File: src/rtl/s27_bist_pkg.sv
// Shared types and constants for the s27 BIST controller and its LFSR.
package s27_bist_pkg;

    typedef enum logic [1:0] {
        ST_IDLE,
        ST_FLUSH,
        ST_RUN,
        ST_DONE
    } state_t;

    // Tap masks select q[7], q[5], q[4], q[3] as the feedback bits.
    localparam logic [7:0] LFSR_TAPS = 8'hB8;
    localparam logic [7:0] MISR_TAPS = 8'hB8;
    localparam logic [7:0] LFSR_SEED = 8'h01;

    // {G3,G2,G1,G0} that drives the s27 flops to G5=1, G6=0, G7=1.
    localparam logic [3:0]  FLUSH_VEC    = 4'b1011;
    localparam int unsigned FLUSH_CYCLES = 2;
    localparam int unsigned FC_W         = (FLUSH_CYCLES > 1) ? $clog2(FLUSH_CYCLES) : 1;

    // One left shift with XOR feedback of the tapped bits and an optional data input.
    function automatic logic [7:0] shift_fb(input logic [7:0] q,
                                            input logic [7:0] taps,
                                            input logic       din);
        return {q[6:0], (^(q & taps)) ^ din};
    endfunction

endpackage

File: src/rtl/s27_bist_lfsr8.sv
// 8-bit Fibonacci LFSR pattern source with synchronous seed load and advance.
module bist_lfsr8
    import s27_bist_pkg::*;
(
    input  logic       i_clk,
    input  logic       i_rst,
    input  logic       i_load,
    input  logic       i_adv,
    output logic [7:0] o_state,
    output logic [3:0] o_next_low
);

    logic [7:0] r_q;
    logic [7:0] w_next;

    // Next value: load has priority over advance; otherwise hold.
    always_comb begin
        w_next = r_q;
        if (i_load) begin
            w_next = LFSR_SEED;
        end else if (i_adv) begin
            w_next = shift_fb(r_q, LFSR_TAPS, 1'b0);
        end
    end

    // LFSR register, reset to the seed.
    always_ff @(posedge i_clk) begin
        if (i_rst) begin
            r_q <= LFSR_SEED;
        end else begin
            r_q <= w_next;
        end
    end

    assign o_state    = r_q;
    assign o_next_low = w_next[3:0];

endmodule

File: src/rtl/s27_bist.sv
// BIST controller for the ISCAS s27 circuit: flush, LFSR stimulus, MISR compaction, signature check.
module s27_bist
    import s27_bist_pkg::*;
#(
    parameter int unsigned PAT_COUNT = 255,
    parameter logic [7:0]  GOLDEN    = 8'h00
) (
    input  logic       CK,
    input  logic       RST,
    input  logic       START,
    output logic       G0,
    output logic       G1,
    output logic       G2,
    output logic       G3,
    input  logic       G17,
    output logic       BUSY,
    output logic       DONE,
    output logic [7:0] SIGNATURE,
    output logic       PASS
);

    state_t            r_state;
    state_t            w_state_nxt;
    logic [FC_W-1:0]   r_flush_cnt;
    logic [15:0]       r_pat_cnt;
    logic [7:0]        r_misr;
    logic [3:0]        r_g;
    logic [3:0]        w_g_nxt;

    logic              w_start_ok;
    logic              w_flush_last;
    logic              w_run_last;
    logic              w_lfsr_load;
    logic              w_lfsr_adv;
    logic              w_lfsr_zero;
    logic [7:0]        w_lfsr_q;
    logic [3:0]        w_lfsr_nxt_low;

    assign w_start_ok   = START && ((r_state == ST_IDLE) || (r_state == ST_DONE));
    assign w_flush_last = (r_flush_cnt == FC_W'(FLUSH_CYCLES - 1));
    assign w_run_last   = (r_pat_cnt == 16'(PAT_COUNT - 1));

    // An all-zero LFSR would lock up; reseed it rather than emit a constant pattern.
    assign w_lfsr_zero  = (w_lfsr_q == '0);
    assign w_lfsr_load  = w_start_ok || w_lfsr_zero;
    assign w_lfsr_adv   = (r_state == ST_RUN);

    bist_lfsr8 u_lfsr (
        .i_clk      (CK),
        .i_rst      (RST),
        .i_load     (w_lfsr_load),
        .i_adv      (w_lfsr_adv),
        .o_state    (w_lfsr_q),
        .o_next_low (w_lfsr_nxt_low)
    );

    // State register.
    always_ff @(posedge CK) begin
        if (RST) begin
            r_state <= ST_IDLE;
        end else begin
            r_state <= w_state_nxt;
        end
    end

    // Next-state logic: START only honoured from IDLE/DONE, FLUSH and RUN are cycle-counted.
    always_comb begin
        w_state_nxt = r_state;
        case (r_state)
            ST_IDLE:  if (w_start_ok)   w_state_nxt = ST_FLUSH;
            ST_FLUSH: if (w_flush_last) w_state_nxt = ST_RUN;
            ST_RUN:   if (w_run_last)   w_state_nxt = ST_DONE;
            ST_DONE:  if (w_start_ok)   w_state_nxt = ST_FLUSH;
            default:                    w_state_nxt = ST_IDLE;
        endcase
    end

    // Output decode; the stimulus for the coming cycle is chosen from the next state
    // so that G can be registered without a cycle of lag.
    always_comb begin
        BUSY    = (r_state == ST_FLUSH) || (r_state == ST_RUN);
        DONE    = (r_state == ST_DONE);
        PASS    = (r_state == ST_DONE) && (r_misr == GOLDEN);
        w_g_nxt = '0;
        case (w_state_nxt)
            ST_FLUSH: w_g_nxt = FLUSH_VEC;
            ST_RUN:   w_g_nxt = w_lfsr_nxt_low;
            default:  w_g_nxt = '0;
        endcase
    end

    // Datapath: stimulus register, flush/pattern counters and MISR compaction in RUN only.
    always_ff @(posedge CK) begin
        if (RST) begin
            r_g         <= '0;
            r_flush_cnt <= '0;
            r_pat_cnt   <= '0;
            r_misr      <= '0;
        end else begin
            r_g <= w_g_nxt;
            if (w_start_ok) begin
                r_flush_cnt <= '0;
                r_pat_cnt   <= '0;
                r_misr      <= '0;
            end else begin
                if (r_state == ST_FLUSH) begin
                    r_flush_cnt <= r_flush_cnt + 1'b1;
                end
                if (r_state == ST_RUN) begin
                    r_pat_cnt <= r_pat_cnt + 16'd1;
                    r_misr    <= shift_fb(r_misr, MISR_TAPS, G17);
                end
            end
        end
    end

    assign G0        = r_g[0];
    assign G1        = r_g[1];
    assign G2        = r_g[2];
    assign G3        = r_g[3];
    assign SIGNATURE = r_misr;

endmodule

File: config.mk
export PLATFORM = sky130hd
export DESIGN_NAME = s27_bist
export DESIGN_NICKNAME = d
export VERILOG_FILES = /design/src/rtl/s27_bist_pkg.sv /design/src/rtl/s27_bist_lfsr8.sv /design/src/rtl/s27_bist.sv
export SDC_FILE = /design/constraint.sdc
export NUM_CORES = 1
export LEC_CHECK = 0
export ABC_CLOCK_PERIOD_IN_PS = 3700
export CAP_MARGIN = 40
export CELL_PAD_IN_SITES_DETAIL_PLACEMENT = 1
export CELL_PAD_IN_SITES_GLOBAL_PLACEMENT = 2
export CORE_MARGIN = 1
export CORE_UTILIZATION = 35
export DETAILED_ROUTE_END_ITERATION = 16
export GPL_ROUTABILITY_DRIVEN = 0
export PLACE_DENSITY_LB_ADDON = 0.08
export REMOVE_ABC_BUFFERS = 1
export SYNTH_ARGS = -nofsm -noshare
export SYNTH_HDL_FRONTEND = slang
export SYNTH_SLANG_ARGS = --single-unit
export TNS_END_PERCENT = 30
File: constraint.sdc
create_clock -name CK -period 3.7 [get_ports CK]
set_clock_uncertainty 0.1 [all_clocks]
set_input_delay 0.74 -clock CK [delete_from_list [all_inputs] [get_ports CK]]
set_output_delay 0.74 -clock CK [all_outputs]
set_load 0.05 [all_outputs]
Word level (Yosys, flattened, before mapping)

Cells that the tools add are included.

Logic and storage cells: 36
Output and inout port bits: 15
Input port bits: 4
Flip-flop bits (word level): 39

Bitwise gates (word level): 1
$add $sub $neg: 2
Equal/unequal tests: 6
Muxes and demuxes: 7
Reduce and logical (&&, ||, !) cells: 13

Operators with widths:

| operator                                                         | count |
|---|---|
| 16-bit by 1-bit adder with 16-bit output, second input constant  | 1 |
| 16-bit by 8-bit == test with 1-bit output, second input constant | 1 |
| 8-bit zero test                                                  | 2 |
| 8-bit parity                                                     | 2 |
| 4-bit two-way mux                                                | 2 |
| 4-bit one-hot mux with 2 select lines                            | 1 |
| 2-bit == test, second input constant                             | 3 |
| 2-bit two-way mux                                                | 3 |
| 2-bit one-hot mux with 3 select lines                            | 1 |
| 2-bit OR reduction                                               | 3 |
| 2-bit by 1-bit == test with 1-bit output, second input constant  | 2 |
| 1-bit logical OR                                                 | 3 |
| 1-bit logical AND                                                | 2 |
| 2-bit zero test                                                  | 1 |
| 1-bit adder, second input constant                               | 1 |
| 1-bit bitwise XOR                                                | 1 |

Longest topological paths before layout

Gate-level depths: netlist of run 1.

Depth after elaboration: 7
Depth in mapped cells: 11
Depth with buffers taken out: 10

Hierarchy

From an unflattened synthesis of run 1, not the netlist that was laid out.

Cell total of the unflattened synthesis: 207
Area, all modules: 1881.8 µm²

By module, submodules not included:

| module     | seq. area each (µm²) | cells each | area an instance (µm²) | times used |
|---|---|---|---|---|
| s27_bist   | 620.6                | 170        | 1531.5                 | 1 |
| bist_lfsr8 | 160.2                | 37         | 350.3                  | 1 |

Least setup slack after synthesis of run 1

Ideal clock, no wire load.

Path type: register to output
Start: register r_misr[7], in the netlist SIGNATURE[7]
End: output port PASS
Stages on the path, launching flop included: 3
Setup slack: 0.350 ns
Path buffers: 0
Data required time: 2.860 ns
Arrival time: 2.510 ns
Cell sequence: dfxtp_1 > or4_1 > nor4_1

Longest elaborated chain between the ends: 2

Ends and longest elaborated chain:

| element                  | line            | source |
|---|---|---|
| start: declaration       | s27_bist.sv:26  | `logic [7:0] r_misr;` |
| start signal: assignment | s27_bist.sv:111 | `r_misr <= shift_fb(r_misr, MISR_TAPS, G17);` |
| 8-bit zero test          | s27_bist.sv:83  | `PASS = (r_state == ST_DONE) && (r_misr == GOLDEN);` |
| 1-bit logical AND        | s27_bist.sv:83  |  |
| end: declaration         | s27_bist.sv:19  | `output logic PASS` |

No other way between the ends.

Final worst setup path of run 1

Same ends and word-level chain as after synthesis.

==> metrics, run 1 <==
DRC=1; post-layout util=between 40% and 50%; Synth Area in Adders=under 10%; critical path peak fanout=4; Pins Over Slew Limit=0; endpoints failing setup=0; achievable frequency=0.3344 GHz; Seq/Total Area, Yosys=42.22%; synthesized instance count=between 150 and 200; P per Cell Area=552.6 nW/µm²; count leader, synth=dfxtp_1; synthesized flop and latch total=39; Reg power frac=between 30 and 40%; root buf cell=clkbuf_8; total CTS buffers=5; Post CTS Setup Buffer Count=0; final wirelength=between 3 and 4 mm; Max Cap Viol=0; initial core utilization=36.21%; status=finished with violations; Critical Path RT=about 2900 ps; vias post-DR=~1.4k; worst setup margin=a little over 700 ps; Worst Hold Class=register to register; DR WL/cell=roughly 14 µm; top cells by count, synth=39 x dfxtp_1, 32 x nor2_1, 15 x mux2i_1; die area=around 5600 µm²; Comb pwr share=37.9%; Ant. Diodes=0; Clock Latency Late Sink=~290 ps; # IOs=19; Final TNS setup=0 ps; drt initial violations=48; layout cell share with drive strength beyond 1=under 10%; Area contributors post-synth=dfxtp_1 42%, mux2i_1 8.1%, ha_1 7.4%; post-route ant nets=0; Top FF cell, synth=dfxtp_1; largest net degree at the start of global routing=26; CTS tree=built; EDFF count, synth=0; Vias/cell=between 4 and 5; PostCTS Resize Cnt=0; clock-pin slew on the worst setup and hold paths=70 ps; CTS Hold Buffers Added=0; internal power=747.7 µW; worst slack, placed=865.0 ps; WP data arrival=~2200 ps; Slew @ Worst Pin=between 600 and 700 ps; fin nets=about 230; HPWL after DPL=about 2.9 mm; vias in the first global route=between 1k and 1.5k; TritonRoute pass-1 iters=10; Synth Area in Compound Gates=around 7.4%; Clock Sink Count=39; sw frac=between 30% and 40%; Core ar.=roughly 5100 µm²; initial antenna violation count=0; VDD IR max=0.0002825 V; Tcrit/Tclk final=80.83%; Clk pwr share=around 23%; Setup Crit Path Kind=register to output port; post-synthesis async set-or-reset flop share=0%; post-synth top area share=42.22%; Synth cell types=37; Setup crit end kind=output port; area grow syn2layout=17.73%; RSZ-0062 raised after global routing=false; total number of yosys warnings=0; switching power=around 460 µW; syn avg cell area=9.293 µm²; Global Route Usage Sum=approximately 17%; cell row count=26; GRT overflow=0; Static Leak=approximately 0.00076 µW; Final min period=2991 ps; first-pass GRT wire length=a little under 7 mm; Clock Path Buffers=2; Simple-Gate Fraction of Synth Area=between 20% and 30%; post-synthesis xor/xnor area fraction=8.051%; port bufs=18; multiplexer share of the synthesized area=8.119%; Die W=74.69 µm; failing checks=design-rule violations; Slew Limit Headroom=between 50% and 60%; Die Y=roughly 75 µm; Cell Area, Synth=between 1500 and 2000 µm²; H-tree depth=2; Setup crit start kind=register; final hold violations=0; post-synth top area cell=dfxtp_1; largest family of logic cells by synthesized area=simple AND/OR/NAND/NOR gates
==> registers in the layout (all words and copies together) (netlist names) <==
register	flops
r_pat_cnt	16
r_flush_cnt	1
r_g	4
u_lfsr.o_state	8
r_state	2
SIGNATURE	8
==> area by class of cell <==
type                       instances  area, µm²
tap                               70      87.58
clock inverter                     1      5.005
sequential                        39      780.7
clock buffer                       7      76.32
inverter                          12      45.04
fill                             605       2930
multi-input combinational        140      979.7
timing repair buffer              21      202.7
==> final timing paths <==
check,startpoint,to,slack [ps],cells after the start
max,SIGNATURE[7]$_SDFFE_PP0P_,PASS,710,3
min,r_pat_cnt[15]$_SDFFE_PP0P_,r_pat_cnt[15]$_SDFFE_PP0P_,400,2
max reg2reg,r_state[0]$_SDFF_PP0_,r_g[1]$_SDFF_PP0_,1190,8
min reg2reg,r_pat_cnt[15]$_SDFFE_PP0P_,r_pat_cnt[15]$_SDFFE_PP0P_,400,2
==> cell families after synthesis <==
kind of cell / after synthesis
adder cells (fa/ha/maj): 11
AO/OA/AOI/OAI: 21
flip-flops: 39
XOR/XNOR: 17
AND/OR/NAND/NOR: 76
multiplexers: 15
buffers and inverters: 20
==> power groups by stage <==
stage          Sequential, µW  Combinational (µW)  Clock [µW]
6_report                  472                 456         275
5_1_grt                   478                 505         311
2_1_floorplan             519                 296           0
4_1_cts                   473                 462         290
3_3_place_gp              482                 446           0
3_5_place_dp              483                 460           0
==> worst max-delay path: stages (launching register included) <==
cell,delay [ps]
dfxtp_1,340
or4_1,510
nor4_1,170
clkdlybuf4s50_1,840
==> metrics by stage <==
stage          cells  total power, µW  instance area [µm²]  hold WS (ps)
4_1_cts          290             1225                 2177         406.5
6_report         290             1203                 2177         403.8
3_5_place_dp     282            942.7                 2096         396.7
5_1_grt          290             1293                 2177         455.4
2_1_floorplan    191            815.1                 1805         352.6
3_3_place_gp     282            927.8                 2096         380.3
==> layout by cell type, fill, tap and decap left out, types with 4 or more instances in the layout <==
master and instances:
dfxtp_1 39, clkbuf_8 5, or3_1 5, a21oi_1 5, nand4_1 4, ha_1 11, xnor2_1 12, clkdlybuf4s50_1 18
xor2_1 5, nand2_1 11, mux2i_1 15, nor2_1 32, o21ai_0 6, nand3_1 6, inv_1 12
==> layer usage <==
metal	GRT usage (%)	up-vias	wire length, µm
li1	-	727	-
met1	20.13	686	1802
met2	27.73	11	2002
met3	4.016	7	80
met4	7.547	0	70
met5	0	-	0
(Power assumes the default switching activity.)
==> run 2, diff against run 1 <==
--- a/config.mk
+++ b/config.mk
@@ -5,12 +5,12 @@
 export SDC_FILE = /design/constraint.sdc
 export NUM_CORES = 1
 export LEC_CHECK = 0
-export ABC_CLOCK_PERIOD_IN_PS = 3700
+export ABC_CLOCK_PERIOD_IN_PS = 2600
 export CAP_MARGIN = 40
 export CELL_PAD_IN_SITES_DETAIL_PLACEMENT = 1
 export CELL_PAD_IN_SITES_GLOBAL_PLACEMENT = 2
 export CORE_MARGIN = 1
-export CORE_UTILIZATION = 35
+export CORE_UTILIZATION = 31
 export DETAILED_ROUTE_END_ITERATION = 16
 export GPL_ROUTABILITY_DRIVEN = 0
 export PLACE_DENSITY_LB_ADDON = 0.08
==> constraint.sdc (replaced) <==
create_clock -name CK -period 2.6 [get_ports CK]
set_clock_uncertainty 0.1 [all_clocks]
set_input_delay 0.52 -clock CK [delete_from_list [all_inputs] [get_ports CK]]
set_output_delay 0.52 -clock CK [all_outputs]
set_load 0.05 [all_outputs]
==> run 2 against run 1 <==
The run now ends clean. Clock power is 46% higher. Via count increased by 0.63%. Sequential cell count did not move. Cell count up 1.7%. Sequential power up 43%. Critical path depth fell by 1. Non-clock buffer count rose by 3. Combinational power increased by 54%. Hold slack better by 12 ps. Count of clock-buffer cells in the layout unchanged. Critical endpoint is now DONE.
==> metrics, run 2 (synthesized netlist as in run 1, its figures left out) <==
post-route ant nets=0; Ant. Diodes=0; Global Route Usage Sum=between 10% and 20%; commonest non-fill, non-tap cell in the layout=dfxtp_1; TritonRoute pass-1 iters=3; Final min period=roughly 2400 ps; initial antenna violation count=0; largest net degree at the start of global routing=18; Die W=just under 80 µm; Clk pwr share=between 20 and 25%; Max Cap Viol=0; Worst Hold Class=register to register; Comb pwr share=about two fifths; initial core utilization=between 30% and 40%; Clock Path Buffers=2; Vias/cell=~4.9; worst slack, placed=between 80 and 90 ps; HPWL after DPL=just over 3 mm; Post-Layout Cell Count=roughly 300; total CTS buffers=5; crit path from=r_state[1]$_SDFF_PP0_; area grow syn2layout=20.23%; final wirelength=between 4 and 5 mm; endpoints failing setup=0; Critical R2R Launch=r_state[0]$_SDFF_PP0_; final hold violations=0; H-tree depth=2; layout cell share with drive strength beyond 1=under 10%; Slew Limit Headroom=roughly 66%; Setup Crit Path Kind=register to output port; first-pass GRT wire length=7.314 mm; GRT overflow=0; die area=about 6300 µm²; Reg2Reg Setup Slack=220 ps; Post CTS Setup Buffer Count=0; RSZ-0062 raised after global routing=false; Setup crit end kind=output port; Clock Sink Count=39; Clock Latency Late Sink=about 290 ps; Pins Over Slew Limit=0; Slew @ Worst Pin=between 500 and 600 ps; fin nets=about 240; Die Y=approximately 79 µm; Reg power frac=a little under two fifths; drt initial violations=12; vias post-DR=about 1.4k; switching power=about 680 µW; Setup crit start kind=register; cell row count=27; clock-pin slew on the worst setup and hold paths=~80 ps; DR WL/cell=approximately 14 µm; dpl cell area=around 2100 µm²; Final Cell Area=between 2000 and 2500 µm²; # IOs=19; worst setup margin=~170 ps; Critical Path RT=around 2000 ps; most frequent cells in the layout=38 x dfxtp_1, 32 x nor2_1, 16 x clkdlybuf4s50_1, 15 x mux2i_1; Hold Crit Start=r_pat_cnt[15]$_SDFFE_PP0P_; dpl cells=between 200 and 300; P per Cell Area=about 800 nW/µm²; port bufs=18; internal power=1102 µW; VDD IR max=roughly 0.00038 V; WP data arrival=between 1500 and 2000 ps; Core ar.=5642 µm²; CTS tree=built; root buf cell=clkbuf_8; number of flip-flops in the largest register=16; CTS Hold Buffers Added=0; status=finished, final reports clean; fill cell count=643; vias in the first global route=around 1.5k; DRC=0; Tcrit/Tclk final=~94%; critical path peak fanout=4; sw frac=38.17%; achievable frequency=a little over 0.4 GHz; Top reg by flops=r_pat_cnt; Static Leak=0.0007846 µW
-- run 2: power by group through the flow --
stage	combinational, µW	sequential [µW]	clock, µW
CTS	686	674	420
detailed placement	681	688	0
finish	704	677	401
global placement	660	684	0
floorplan	421	739	0
global route	781	685	450
-- run 2: what timing repair did --
item,CTS,global route
endpoints found under the hold margin,0,0
resized for setup,0,2
endpoints found under the setup margin,0,4
-- run 2: cell type report --
class                           count  area, µm²  share of cell area, %
Multi-Input combinational cell    140      992.2                  44.63
Sequential cell                    39      782.0                  35.17
Timing Repair Buffer               24      232.7                  10.47
Tap cell                           72      90.09                  4.052
Clock buffer                        7      76.32                  3.433
Inverter                           12      45.04                  2.026
Clock inverter                      1      5.005                 0.2251
-- run 2: through the flow --
stage / utilization, % / setup TNS (ps) / hold WS (ps) / total power, µW
global placement: 37.72 / 0 / 383.8 / 1345
CTS: 39.17 / 0 / 426.5 / 1780
floorplan: - / -529.6 / 352.6 / 1160
finish: 39.41 / 0 / 415.8 / 1783
global route: 39.41 / 0 / 444.7 / 1916
detailed placement: 37.72 / 0 / 415.2 / 1369
-- run 2: critical path, cell delays in order, from the launching register on --
cell and delay, ps:
dfxtp_1 440, ha_1 260, clkdlybuf4s50_1 830
-- run 2: layer usage --
| metal | GRT usage, % | vias to the layer above | share of wire, % |
|---|---|---|---|
| li1 | - | 731 | - |
| met1 | 17.76 | 693 | 46 |
| met2 | 26.81 | 9 | 51 |
| met3 | 3.448 | 7 | 1.8 |
| met4 | 6.000 | 0 | 1.6 |
| met5 | 0 | - | 0 |
-- run 2: path summary, 6_finish.rpt --
path | end | cells after the start
setup / recovery | DONE | 2
hold / removal | r_pat_cnt[15]$_SDFFE_PP0P_ | 2
setup reg to reg | r_g[3]$_SDFF_PP0_ | 8
hold reg to reg | r_pat_cnt[15]$_SDFFE_PP0P_ | 2
==> run 3, diff against run 2 <==
--- a/config.mk
+++ b/config.mk
@@ -5,16 +5,17 @@
 export SDC_FILE = /design/constraint.sdc
 export NUM_CORES = 1
 export LEC_CHECK = 0
-export ABC_CLOCK_PERIOD_IN_PS = 2600
+export ABC_CLOCK_PERIOD_IN_PS = 3100
 export CAP_MARGIN = 40
 export CELL_PAD_IN_SITES_DETAIL_PLACEMENT = 1
 export CELL_PAD_IN_SITES_GLOBAL_PLACEMENT = 2
 export CORE_MARGIN = 1
-export CORE_UTILIZATION = 31
+export CORE_UTILIZATION = 35
 export DETAILED_ROUTE_END_ITERATION = 16
 export GPL_ROUTABILITY_DRIVEN = 0
 export PLACE_DENSITY_LB_ADDON = 0.08
 export REMOVE_ABC_BUFFERS = 1
+export SKIP_LAST_GASP = 1
 export SYNTH_ARGS = -nofsm -noshare
 export SYNTH_HDL_FRONTEND = slang
 export SYNTH_SLANG_ARGS = --single-unit
==> constraint.sdc (replaced) <==
create_clock -name CK -period 3.1 [get_ports CK]
set_clock_uncertainty 0.1 [all_clocks]
set_input_delay 0.62 -clock CK [delete_from_list [all_inputs] [get_ports CK]]
set_output_delay 0.62 -clock CK [all_outputs]
set_load 0.05 [all_outputs]
==> run 3 against run 2 <==
The flow now finishes with violations (design-rule violations). Count of clock-buffer cells in the layout fell by 1. Sequential share of layout area up 0.71 points. Clock power shrank 14%. Cell count is 2.4% lower. Critical endpoint is now PASS. Largest cell class unchanged. Critical path type unchanged.
==> metrics, run 3 (synthesized netlist as in run 1, its figures left out) <==
status=finished with violations; failing checks=design-rule violations; area grow syn2layout=17.66%; Ant. Diodes=0; Clock Latency Late Sink=around 290 ps; Final Cell Area=between 2000 and 2500 µm²; crit path from=SIGNATURE[7]$_SDFFE_PP0P_; critical path's top delay family=buffers and inverters; Vias/cell=between 4 and 5; Hold Crit Start=r_pat_cnt[15]$_SDFFE_PP0P_; Die Y=74.69 µm; drt initial violations=21; Comb pwr share=a little under two fifths; final wirelength=around 3.8 mm; Levels on crit path=3; Clock Sink Count=39; port bufs=18; cell row count=26; VDD IR max=~0.00041 V; critical path peak fanout=4; CP cell instances=or4_1 -> nor4_1 -> clkdlybuf4s50_1; switching power=between 500 and 600 µW; R2R depth=8; Slew Limit Headroom=roughly two thirds; H-tree depth=2; Final min period=approximately 2900 ps; cell depth of the worst hold path=2; Setup Crit Path Kind=register to output port; CTS tree=built; Setup crit start kind=register; Critical R2R Launch=r_state[0]$_SDFF_PP0_; first-pass GRT wire length=between 6 and 7 mm; Post CTS Setup Buffer Count=0; Max Cap Viol=0; Worst Hold Class=register to register; largest net degree at the start of global routing=27; # IOs=19; vias post-DR=between 1k and 1.5k; achievable frequency=about 0.35 GHz; initial core utilization=approximately 36%; Clk pwr share=between 20% and 30%; Clock Path Buffers=2; Reg power frac=between 30% and 40%; Final TNS setup=0 ps; endpoints failing setup=0; Critical Path RT=roughly 2400 ps; Global Route Usage Sum=between 15 and 20%; Die W=74.69 µm; worst-path cell with the longest stage delay=clkdlybuf4s50_1; dpl cell area=around 2100 µm²; PostCTS Resize Cnt=0; Tcrit/Tclk final=just over 90%; post-route ant nets=0; DRC=1; Pins Over Slew Limit=0; Slew @ Worst Pin=a little over 500 ps; Top reg by flops=r_pat_cnt; initial antenna violation count=0; most frequent cells in the layout=39 x dfxtp_1, 32 x nor2_1, 18 x clkdlybuf4s50_1, 15 x mux2i_1; Post-Layout Cell Count=288; Core ar.=5107 µm²; Setup crit end kind=output port; HPWL after DPL=between 2 and 3 mm; dpl cells=about 280; internal power=908.7 µW; die area=around 5600 µm²; commonest non-fill, non-tap cell in the layout=dfxtp_1; RSZ-0062 raised after global routing=false; sw frac=37.26%; layout cell share with drive strength beyond 1=6.881%; vias in the first global route=between 1k and 1.5k; CTS Hold Buffers Added=0; final hold violations=0; fin nets=between 200 and 250; root buf cell=clkbuf_8; TritonRoute pass-1 iters=10; Slowest Stage Delay on Critical Path=roughly 850 ps; total CTS buffers=5; WP data arrival=roughly 2200 ps; DR WL/cell=approximately 13 µm; P per Cell Area=approximately 670 nW/µm²; GRT overflow=0; worst path bufs/invs=1; Static Leak=around 0.00076 µW; number of flip-flops in the largest register=16; clock-pin slew on the worst setup and hold paths=roughly 70 ps
## run 3: changes by cell type in the layout (fill, tap and decap cells not counted), sizes merged
cell           change
clkbuf             -1
clkdlybuf4s50      +2
buf                -6
## run 3: worst reg2reg max path: cells and delay by family (launching register included)
kind            cells  cell delay, ps
buf+inv             3             260
simple gates        1             360
flops               1             410
fa+ha+maj           2             660
compound gates      2             590
## run 3: path summary, 6_finish.rpt
check / to / slack (ps)
max: PASS / 220
min: r_pat_cnt[15]$_SDFFE_PP0P_ / 400
max reg2reg: r_g[1]$_SDFF_PP0_ / 620
min reg2reg: r_pat_cnt[15]$_SDFFE_PP0P_ / 400
## run 3: cell type report
type,count,area [µm²]
Clock buffer,6,82.58
Clock inverter,1,5.005
Fill cell,606,2932
Inverter,12,45.04
Multi-Input combinational cell,140,979.7
Sequential cell,39,780.7
Tap cell,70,87.58
Timing Repair Buffer,20,195.2
## run 3: metrics by stage
step	setup WS [ps]	hold slack [ps]	utilization (%)	power [µW]
2_1_floorplan	-129.6	352.6	-	972.9
3_3_place_gp	522.1	382.4	40.89	1107
3_5_place_dp	437.6	402.6	40.89	1122
4_1_cts	194.6	407.5	42.60	1478
5_1_grt	124.7	449.3	42.60	1551
6_report	220.3	404.2	42.60	1448
## run 3: power by group through the flow
stage                     combinational, µW  sequential (µW)  clock (µW)
after global routing                    600              569         382
after detailed placement                546              576           0
final                                   540              564         344
after CTS                               549              565         365
after global placement                  532              575           0
after floorplan                         353              620           0
## run 3: per-layer routing
metal | track usage (%) | vias to the layer above | wire length, µm | part of all wire [%]
li1 | - | 723 | - | -
met1 | 18.28 | 675 | 1770 | 46
met2 | 27.13 | 9 | 1912 | 50
met3 | 4.150 | 5 | 86 | 2.3
met4 | 6.918 | 0 | 50 | 1.3
met5 | 0 | - | 0 | 0
